===== config.mk =====
export PLATFORM = sky130hd
export DESIGN_NAME = beta_alu_pipe
export DESIGN_NICKNAME = d
export VERILOG_FILES = /design/src/rtl/beta_alu_pipe.sv
export SDC_FILE = /design/constraint.sdc
export NUM_CORES = 1
export LEC_CHECK = 0
export BUFFER_PORTS_ARGS = -buffer_cell sky130_fd_sc_hd__buf_2
export CORE_MARGIN = 2
export CORE_UTILIZATION = 45
export CTS_BUF_LIST = sky130_fd_sc_hd__clkbuf_16
export CTS_CLUSTER_DIAMETER = 100
export CTS_CLUSTER_SIZE = 20
export DETAILED_ROUTE_END_ITERATION = 6
export PLACE_DENSITY = 0.6
export SKIP_CTS_REPAIR_TIMING = 1
export SLEW_MARGIN = 10
export SYNTH_ARGS = -nofsm -noshare
export SYNTH_HDL_FRONTEND = slang
export SYNTH_SLANG_ARGS = --single-unit

===== constraint.sdc =====
create_clock -name CLK -period 8.88 [get_ports CLK]
set_input_delay 0.888 -clock CLK [delete_from_list [all_inputs] [get_ports CLK]]
set_output_delay 0.888 -clock CLK [all_outputs]
set_load 0.02 [all_outputs]

===== src/rtl/beta_alu_pipe.sv =====
// rtl/beta_alu_pipe.sv - registered Beta ALU with valid/ready handshake and shift-add MUL
// Single-cycle ops go straight to RC; MUL takes WIDTH iterations plus a write-back cycle.
module beta_alu_pipe #(
    parameter int WIDTH = 32,
    localparam int SHW = $clog2(WIDTH)
) (
    input  logic             CLK,
    input  logic             RESET,
    input  logic [5:0]       FN,
    input  logic [WIDTH-1:0] RA,
    input  logic [WIDTH-1:0] RB,
    input  logic             IN_VALID,
    output logic             IN_READY,
    output logic [WIDTH-1:0] RC,
    output logic             OUT_VALID,
    input  logic             OUT_READY
);

    localparam logic [1:0] ST_IDLE = 2'd0;
    localparam logic [1:0] ST_MUL  = 2'd1;
    localparam logic [1:0] ST_WB   = 2'd2;

    localparam logic [SHW-1:0] LAST_STEP = SHW'(WIDTH - 1);

    logic [1:0]       state;
    logic [WIDTH-1:0] acc;
    logic [WIDTH-1:0] mcand;
    logic [WIDTH-1:0] mplier;
    logic [SHW-1:0]   mul_count;

    logic             accept;
    logic             is_mul;
    logic             load_rc;
    logic [WIDTH-1:0] rc_next;
    logic [WIDTH-1:0] acc_step;
    logic [WIDTH-1:0] alu_result;

    logic [WIDTH-1:0] diff;
    logic             flag_z;
    logic             flag_n;
    logic             flag_v;
    logic [3:0]       truth;
    logic [SHW-1:0]   sh;

    assign IN_READY = (state == ST_IDLE) && (!OUT_VALID || OUT_READY);
    assign accept   = IN_VALID && IN_READY;
    assign is_mul   = (FN[5:4] == 2'b00) && (FN[2:0] == 3'b001);

    // Signed compares derive from the flags of A-B rather than a direct magnitude test
    assign diff   = RA - RB;
    assign flag_z = (diff == '0);
    assign flag_n = diff[WIDTH-1];
    assign flag_v = (RA[WIDTH-1] != RB[WIDTH-1]) && (diff[WIDTH-1] != RA[WIDTH-1]);

    assign truth = FN[3:0];
    assign sh    = RB[SHW-1:0];

    always_comb begin
        alu_result = '0;
        case (FN[5:4])
            2'b00: begin
                case (FN[2:0])
                    3'b011:  alu_result = {{(WIDTH-1){1'b0}}, flag_z};
                    3'b101:  alu_result = {{(WIDTH-1){1'b0}}, flag_n ^ flag_v};
                    3'b111:  alu_result = {{(WIDTH-1){1'b0}}, flag_z | (flag_n ^ flag_v)};
                    default: alu_result = '0;
                endcase
            end
            2'b01: alu_result = FN[0] ? diff : (RA + RB);
            2'b10: begin
                for (int i = 0; i < WIDTH; i++) begin
                    alu_result[i] = truth[{RB[i], RA[i]}];
                end
            end
            default: begin
                case (FN[1:0])
                    2'b00:   alu_result = RA << sh;
                    2'b01:   alu_result = RA >> sh;
                    2'b11:   alu_result = $signed(RA) >>> sh;
                    default: alu_result = '0;
                endcase
            end
        endcase
    end

    assign acc_step = mplier[0] ? (acc + mcand) : acc;

    assign load_rc = (state == ST_WB) || (accept && !is_mul);
    assign rc_next = (state == ST_WB) ? acc : alu_result;

    always_ff @(posedge CLK or posedge RESET) begin
        if (RESET) begin
            state     <= ST_IDLE;
            RC        <= '0;
            OUT_VALID <= 1'b0;
            acc       <= '0;
            mcand     <= '0;
            mplier    <= '0;
            mul_count <= '0;
        end else begin
            if (load_rc) begin
                RC        <= rc_next;
                OUT_VALID <= 1'b1;
            end else if (OUT_VALID && OUT_READY) begin
                OUT_VALID <= 1'b0;
            end

            case (state)
                ST_IDLE: begin
                    if (accept && is_mul) begin
                        mcand     <= RA;
                        mplier    <= RB;
                        acc       <= '0;
                        mul_count <= '0;
                        state     <= ST_MUL;
                    end
                end
                ST_MUL: begin
                    acc       <= acc_step;
                    mcand     <= mcand << 1;
                    mplier    <= mplier >> 1;
                    mul_count <= mul_count + 1'b1;
                    if (mul_count == LAST_STEP) begin
                        state <= ST_WB;
                    end
                end
                ST_WB: begin
                    state <= ST_IDLE;
                end
                default: begin
                    state <= ST_IDLE;
                end
            endcase
        end
    end

endmodule


==> summary.txt <==
Clocking
  – Reg clk slew, reported paths: 0.08 ns
  – Clk Latency, worst-skew pair: 0.45 ns
  – CTS buffer count: 17
  – H-Tree Depth: 4
  – Max clock buf depth: 2
  – TritonCTS clock tree: yes
  – Clk sinks: 136
  – CTS root buf: clkbuf_16

Placement
  – Post-DP HPWL: 48,300 µm
  – GPL Wtd Cong: 1.03
  – DP Area: 16,900 µm²
  – PortBufs: 107
  – Inst Count DP: 2,456

Yosys
  – Post-synth top cells: nand2_1, o21ai_0, a21oi_1
  – Synthesized area per cell: 8.01 µm²
  – Seq/Total Area, Yosys: 21.0%
  – Syn nets: 2,195
  – Synthesized flop and latch total: 136
  – Cell count after synthesis: 2,020
  – Top_reg_cell synth: dfrtp_1
  – Top-count cell post-synth: nand2_1
  – Post-synth ARST share: 100%
  – Post-synth EDFFs: 0
  – Post-synthesis cell type count: 93
  – Mapped Area: 16,200 µm²
  – Top-area cell type share of the netlist area: 21.0%
  – YS warnings: 0
  – Yosys top cell by area: dfrtp_1
  – Largest cells by area after synthesis: dfrtp_1, mux4_2, mux2i_1

Hold path
  – Worst Hold Class: in -> async

Route
  – Detail Route Antenna Nets: 0
  – # DRC: 0
  – Post-DR wirelength/cell: 26.5 µm
  – Metal3 WL: 5780 µm
  – WL final: 66,100 µm
  – Pre-antenna DRT Iters: 6
  – Vias per cell: 6.50
  – 1st-iter DRT viols: 1,793
  – Met1 WL: 28,300 µm
  – Vias: 16,184
  – Metal2 WL: 28,600 µm
  – Max layer used: met4

Power
  – PwrDens: 202 nW/µm²
  – Total power: 3.54 mW
  – Leak: 7.97 nW
  – Peak VDD IR: 0.175 mV

Die
  – Die Wd: 194 µm
  – Row count: 69
  – Die Height: 194 µm
  – Core area: 35,500 µm²
  – Starting Density: 45.6%
  – # IOs: 108
  – Die area: 37,500 µm²

Global route
  – Initial antenna violation count: 2
  – Grt total ovfl: 0
  – All-Layer GR Usage: 34.8%
  – First-pass GRT wire length: 98,900 µm
  – Largest net degree at the start of global routing: 93
  – Vias in the first global route: 15,436

Timing
  – Period utilization: 71.0%
  – Fin. Hold Viols: 0
  – Slew at the pin closest to its max-slew limit: 1.05 ns
  – Final Critical Period: 6.31 ns
  – RSZ-0062 raised after global routing: false
  – Fmax: 0.159 GHz
  – Post-route setup TNS: 0 ns
  – Final Skew: 0.0159 ns
  – Final Slew Violations: 0
  – Final setup fails: 0
  – Max_slew headroom: 30.2%

Setup path
  – Kind of critical path: in -> reg
  – CP required: 9.23 ns
  – Startpoint Class: input pin
  – Kind of end point of the critical path: flop
  – Critical Path Fanout Max: 70
  – Arrival @ worst endpoint: 6.66 ns

Finish
  – Post-Layout Inst Area: 17,500 µm²
  – Final cell count without fillers: 2,490
  – Util after Layout: 49.4%
  – Share of cells above drive strength 1: 14.6%
  – Fin nets: 2,189
  – Area delta synth->final: 8.43%

Status
  – Status: finished, final reports clean

Job
  – Max cap viols: 0
-- power by group --
part / switching (mW) / internal (mW) / leakage, nW
clock: 0.306 / 0.466 / 0.302
sequential: 0.202 / 0.848 / 1.75
combinational: 1.05 / 0.664 / 5.91
total: 1.56 / 1.98 / 7.97
-- placed cells by master (no fill, tap or decap), types with 18 or more instances in the layout --
master	instances
mux2_2	21
a21o_1	25
nor2_1	154
o21ai_0	196
inv_1	73
mux2i_1	130
xnor2_1	39
nand2_1	240
and3_1	29
nand3_1	47
buf_4	34
xor2_1	20
o211ai_1	27
a21oi_1	154
mux4_2	72
o21ai_1	25
ha_1	97
buf_2	105
nand2b_1	18
nor3_1	47
a211oi_1	29
dfrtp_1	136
-- worst paths after layout --
path / depth (start not counted) / startpoint / to / slack [ns]
worst max register to register: 12 / acc[0]$_DFFE_PP0P_ / acc[22]$_DFFE_PP0P_ / 5.13
worst min-delay path: 2 / RESET / mplier[5]$_DFFE_PP0P_ / 0.47
worst max-delay path: 23 / RB[1] / RC[0]$_DFFE_PP0P_ / 2.57
worst min register to register: 2 / mplier[17]$_DFFE_PP0P_ / mplier[16]$_DFFE_PP0P_ / 0.48
min in group CLK: 2 / mplier[17]$_DFFE_PP0P_ / mplier[16]$_DFFE_PP0P_ / 0.48
max in group asynchronous: 3 / RESET / RC[8]$_DFFE_PP0P_ / 6.84
-- layer usage --
layer	GRT usage (%)	vias up
met5	0	-
met4	15.9	0
met3	6.56	143
met2	52.5	751
met1	48.3	7862
li1	-	7428
-- logic make-up (layout without fill, tap and decap cells) --
family | count (synthesis) | in the layout | synth area share, %
flops | 136 | 136 | 21.0
xor+xnor | 59 | 59 | 3.19
other cells | 0 | 2 | 0
mux | 227 | 227 | 19.8
buf+inv | 241 | 248 | 5.83
compound gates | 630 | 630 | 24.4
fa+ha+maj | 101 | 101 | 8.00
simple gates | 626 | 626 | 17.7
-- sequential cells by signal, summed over array words and instances (netlist names) --
signal,cells
mcand,32
RC,32
mul_count,5
OUT_VALID,1
mplier,32
state,2
acc,32
-- critical path, cell delays in order --
cell	delay, ns
buf_2	0.07
buf_4	0.63
inv_2	0.42
ha_1	0.43
nand2b_1	0.09
a21oi_1	0.42
o211ai_1	0.27
nand3_1	0.25
o21ai_1	0.07
nor3b_2	0.20
o31ai_1	0.48
a21o_1	0.19
a21oi_1	0.07
fa_1	0.52
nand4b_1	0.11
a21oi_1	0.19
nand4_1	0.10
nor4_1	0.23
and4_1	0.23
nand4_1	0.09
a2111oi_0	0.29
nand4_1	0.17
o41ai_2	0.21
-- cell type report --
cell class / count / area [µm²]
Fill cell: 3533 / 17900
Multi-Input combinational cell: 1643 / 11900
Sequential cell: 136 / 3400
Timing Repair Buffer: 139 / 781
Tap cell: 461 / 577
Clock buffer: 17 / 425
Inverter: 77 / 294
Clock inverter: 15 / 185
Antenna cell: 2 / 5.00
-- through the flow --
step,hold WS (ns),worst slack [ns]
global route,0.509,1.99
detailed placement,0.465,2.22
global placement,0.463,2.41
floorplan,0.450,3.14
finish,0.465,2.57
CTS,0.481,2.68
Note: power is estimated with default switching activity, not from simulation.
